**src/rtl/c432_key_ctrl.sv**
```systemverilog
// Key-load controller for a logic-locked c432 core: receives a 14-bit serial
// frame (13 key bits + even parity), commits it, and flags when outputs settle.
module c432_key_ctrl #(
  parameter int SETTLE_CYCLES = 4,
  parameter int MAX_FAIL      = 3
) (
  input  logic        clk,
  input  logic        rst,
  input  logic        start,
  input  logic        zeroize,
  input  logic        sdata_valid,
  input  logic        sdata,
  output logic        sdata_ready,
  output logic [12:0] key,
  output logic        key_valid,
  output logic        busy,
  output logic        err_parity,
  output logic        locked
);

  typedef enum logic [2:0] {
    S_IDLE, S_SHIFT, S_CHECK, S_SETTLE, S_ACTIVE, S_LOCKOUT
  } state_t;

  state_t      r_state;
  state_t      w_state_next;
  logic [13:0] r_shadow;
  logic [3:0]  r_cnt;
  logic [3:0]  r_settle_cnt;
  logic [2:0]  r_fail;
  logic [12:0] r_key;
  logic        r_key_valid;
  logic        r_err_parity;
  logic        r_locked;
  logic [2:0]  w_fail_inc;
  logic        w_parity_ok;
  logic        w_frame_bad;

  assign w_fail_inc  = r_fail + 3'd1;
  assign w_parity_ok = ~(^r_shadow);
  // Parity of the frame as it completes: stored bits 0..12 plus the incoming parity beat.
  assign w_frame_bad = ^{r_shadow[12:0], sdata};

  always_ff @(posedge clk or posedge rst) begin
    if (rst) begin
      r_state <= S_IDLE;
    end else begin
      r_state <= w_state_next;
    end
  end

  always_comb begin
    w_state_next = r_state;
    case (r_state)
      S_IDLE:   if (start) w_state_next = S_SHIFT;
      S_SHIFT:  if (sdata_valid && (r_cnt == 4'd13)) w_state_next = S_CHECK;
      S_CHECK: begin
        if (w_parity_ok)                       w_state_next = S_SETTLE;
        else if (w_fail_inc == 3'(MAX_FAIL))   w_state_next = S_LOCKOUT;
        else                                   w_state_next = S_IDLE;
      end
      S_SETTLE: if (r_settle_cnt == 4'(SETTLE_CYCLES - 1)) w_state_next = S_ACTIVE;
      S_ACTIVE: if (start) w_state_next = S_SHIFT;
      default:  w_state_next = S_LOCKOUT;
    endcase
    // Zeroize overrides everything except the lockout trap.
    if (zeroize && (r_state != S_LOCKOUT)) w_state_next = S_IDLE;
  end

  always_comb begin
    sdata_ready = (r_state == S_SHIFT);
    busy        = (r_state == S_SHIFT) || (r_state == S_CHECK) || (r_state == S_SETTLE);
    key         = r_key;
    key_valid   = r_key_valid;
    err_parity  = r_err_parity;
    locked      = r_locked;
  end

  always_ff @(posedge clk or posedge rst) begin
    if (rst) begin
      r_shadow     <= '0;
      r_cnt        <= '0;
      r_settle_cnt <= '0;
      r_fail       <= '0;
      r_key        <= '0;
      r_key_valid  <= 1'b0;
      r_err_parity <= 1'b0;
      r_locked     <= 1'b0;
    end else begin
      // Status flags are registered copies of where the FSM is heading.
      r_key_valid  <= (w_state_next == S_ACTIVE);
      r_locked     <= (w_state_next == S_LOCKOUT);
      r_err_parity <= (w_state_next == S_CHECK) && w_frame_bad;
      if (zeroize) begin
        r_key    <= '0;
        r_shadow <= '0;
        r_cnt    <= '0;
      end else begin
        case (r_state)
          S_IDLE, S_ACTIVE: if (start) r_cnt <= '0;
          S_SHIFT: begin
            if (sdata_valid) begin
              r_shadow[r_cnt] <= sdata;
              r_cnt           <= r_cnt + 4'd1;
            end
          end
          S_CHECK: begin
            r_settle_cnt <= '0;
            if (w_parity_ok) begin
              r_key  <= r_shadow[12:0];
              r_fail <= '0;
            end else begin
              r_fail <= w_fail_inc;
              if (w_fail_inc == 3'(MAX_FAIL)) r_key <= '0;
            end
          end
          S_SETTLE: r_settle_cnt <= r_settle_cnt + 4'd1;
          default: ;
        endcase
      end
    end
  end

endmodule

```
**config.mk**
```make
export PLATFORM = sky130hd
export DESIGN_NAME = c432_key_ctrl
export DESIGN_NICKNAME = d
export VERILOG_FILES = /design/src/rtl/c432_key_ctrl.sv
export SDC_FILE = /design/constraint.sdc
export NUM_CORES = 1
export LEC_CHECK = 0
export CORE_MARGIN = 4
export CORE_UTILIZATION = 59
export CTS_BUF_LIST = sky130_fd_sc_hd__clkbuf_8
export CTS_CLUSTER_SIZE = 40
export DETAILED_ROUTE_END_ITERATION = 10
export HOLD_SLACK_MARGIN = 0.05
export PLACE_DENSITY = 0.82
export SYNTH_ARGS = -nofsm -noshare
export SYNTH_HDL_FRONTEND = slang
export SYNTH_SLANG_ARGS = --single-unit
```
**constraint.sdc**
```tcl
create_clock -name clk -period 2.8 [get_ports clk]
set_clock_uncertainty 0.15 [all_clocks]
set_input_delay 0.28 -clock clk [delete_from_list [all_inputs] [get_ports clk]]
set_output_delay 0.28 -clock clk [all_outputs]
set_load 0.005 [all_outputs]
```
==> metrics.yaml <==
run_status:
  status: "finished clean"
clock_tree:
  clk_pin_slew_ps: 90
  cts.path.max_buffers: 2
  cts_htree_levels: 2
  post-cts-setup-buffers: 0
  numCtsBuffers: 5
  cts_tree: "built"
  post_cts_resized: 0
  clock_latency_ps: 300
  clkSinkCount: 44
  cts-root-buf: "clkbuf_8"
  hold_buffers: 0
worst_setup_path:
  cp.required_ps: 2900
  slowest_stage: "a211oi_4"
  crit_chain: "xor2_1 -> xnor3_2 -> xor3_2 -> a211oi_4 -> a22o_2"
  worst-setup-path-type: "reg -> reg"
  startpoint: "r_shadow[5]"
  critPathMaxFanout: 13
  crit_path_end_kind: "register"
  cp-start-kind: "register"
  max_stage_delay_ps: 560
  cp_data_arrival_time_ps: 2670
  path_buf_inv: 0
  cp_top_family: "XOR/XNOR gates"
  rr_startpoint: "r_shadow[5]"
detailed_routing:
  dr_total_vias: 1781
  routed_wirelength_mm: 5.12
  wl_per_cell_um: 17.8
  vias_per_cell: 6.21
  postRouteAntennaNets: 0
  dr.first_iter.drc_count: 157
  firstDrtPassIters: 4
  drc: 0
yosys:
  seq_area_frac_synth: 0.472
  synth_edf_count: 0
  yosys-top-cells-area: "dfrtp_1, a22o_2, ha_1, nand3_1, xnor2_1"
  syn_nets: 229
  synth_commonest_cells: "dfrtp_1, nand2_1, nand3_1"
  synthFlopType: "dfrtp_1"
  yosysMostFrequentCell: "dfrtp_1"
  syn_avg_cell_area_um2: 10.8
  async_flop_share: 1.00
  ys_ff_latch: 44
  syn_area_um2: 2330
  yosysTopAreaCellShare: 0.472
  synthCells: 216
  synth_cell_type_count: 46
  synth.largest_area_cell: "dfrtp_1"
  yosys_warnings: 0
run:
  drv_cap: 0
place:
  placed_cells: 279
  port_buffers: 23
  dp_slack_ps: 271
  hpwl_mm: 3.58
  gp_congestion: 0.852
pwr:
  powerDensity_nw_per_um2: 439
  peakVddDrop_mv: 0.304
  leakage_nw: 1.24
global_routing:
  overflow: 0
  grt_max_degree: 45
  grt_pass1_vias: 1820
  antenna_found_initial: 0
  grt_pass1_wl_mm: 8.89
  track_usage: 0.222
floorplanning:
  start_util: 0.624
  rows: 22
  die_w_um: 70.9
  boundaryPins: 24
  core_area_um2: 3740
  die_h_um: 70.9
  die_area_um2: 5030
timing:
  finalSetupViolations: 0
  fmax_mhz: 389
  finalHoldViolCount: 0
  period_minus_slack_ps: 2570
  setup_tns_ps: 0
  tightest_slew_ps: 569
  fin_crit_sh: 0.918
  maxSlewViolCount: 0
  slew_headroom: 0.619
  rsz0062_at_grt: "false"
  fin_ws_ps: 230
layout:
  fin_cells: 287
  diodes: 0
  layout-drive-gt1-share: 0.142
  layout.nets: 251
  area_growth_pct: 16.2
min_path:
  hold_class: "in -> async"
-- layout make-up --
type	instances	area (um^2)
clock buffer	6	82.6
clock inverter	2	38.8
fill	276	1030
inverter	8	30.0
multi-input combinational	152	1140
sequential	44	1100
tap	48	60.1
timing repair buffer	27	260
-- power breakdown --
group | total [mW] | switching, mW | internal, mW
logic | 0.0364 | 0.0241 | 0.0123
clock network | 0.518 | 0.226 | 0.292
registers | 0.635 | 0.0000000000000000695 | 0.635
-- routing by layer --
layer / part of all wire / routed length (um) / vias up / global-route usage
met2: 0.48 / 2460 / 60 / 0.351
met5: 0 / 0 / - / 0
li1: - / - / 819 / -
met1: 0.44 / 2270 / 889 / 0.300
met3: 0.054 / 277 / 13 / 0.0497
met4: 0.021 / 108 / 0 / 0.0856
-- cells by family after synthesis --
logic type / Yosys count / synth area share
AND/OR/NAND/NOR: 78 / 0.180
AO/OA/AOI/OAI: 50 / 0.173
flip-flops: 44 / 0.472
buffers and inverters: 20 / 0.0402
XOR/XNOR: 15 / 0.0895
adder cells (fa/ha/maj): 7 / 0.0375
multiplexers: 2 / 0.00857
-- final timing paths --
| kind | endpoint | depth (start not counted) | slack (ps) |
|---|---|---|---|
| worst max-delay path | key[1] | 5 | 230 |
| worst min-delay path | r_fail[1] | 3 | 260 |
| worst max register to register | key[1] | 5 | 230 |
| worst min register to register | r_settle_cnt[3] | 1 | 340 |
| max in group asynchronous | r_shadow[8] | 3 | 1850 |
| min in group clk | r_settle_cnt[3] | 1 | 340 |
-- tightest hold or removal path, cell delays in order --
cell	delay (ps)
clkdlybuf4s50_1	400
inv_1	50
buf_4	450
-- stage by stage --
stage	util	area [um^2]	hold WS (ps)	power, mW
after CTS	0.725	2710	285	1.20
after detailed placement	0.692	2590	322	0.684
after global routing	0.725	2710	333	1.23
after global placement	0.692	2590	326	0.683
after floorplan	-	2330	286	0.670
final	0.725	2710	259	1.19
-- cell usage in the layout (no fill, tap or decap), drive strengths merged, types with 2 or more instances in the layout --
| master | netlist | layout |
|---|---|---|
| xnor3 | 3 | 3 |
| clkdlybuf4s50 | 0 | 23 |
| nor3 | 6 | 6 |
| a31o | 2 | 2 |
| a22o | 13 | 13 |
| nor2 | 12 | 12 |
| and2 | 6 | 6 |
| xor3 | 2 | 2 |
| o21ai | 10 | 10 |
| nor3b | 4 | 4 |
| nand2b | 6 | 6 |
| clkbuf | 7 | 6 |
| xnor2 | 7 | 7 |
| nor2b | 3 | 3 |
| nand2 | 16 | 16 |
| a32o | 6 | 6 |
| dfrtp | 44 | 44 |
| inv | 8 | 8 |
| or3 | 2 | 2 |
| a21oi | 6 | 6 |
| o31ai | 3 | 3 |
| xor2 | 3 | 3 |
| o211ai | 2 | 2 |
| or2 | 2 | 2 |
| ha | 7 | 7 |
| a21o | 2 | 2 |
| and3 | 2 | 2 |
| buf | 5 | 4 |
| nand3 | 13 | 13 |
| mux2i | 2 | 2 |
-- flip-flops by register name (all words and copies together) (netlist names), 3 cells and up --
name,cells
key,13
r_fail,3
r_settle_cnt,4
r_state,3
r_shadow,14
r_cnt,4
(Power assumes the default switching activity.)
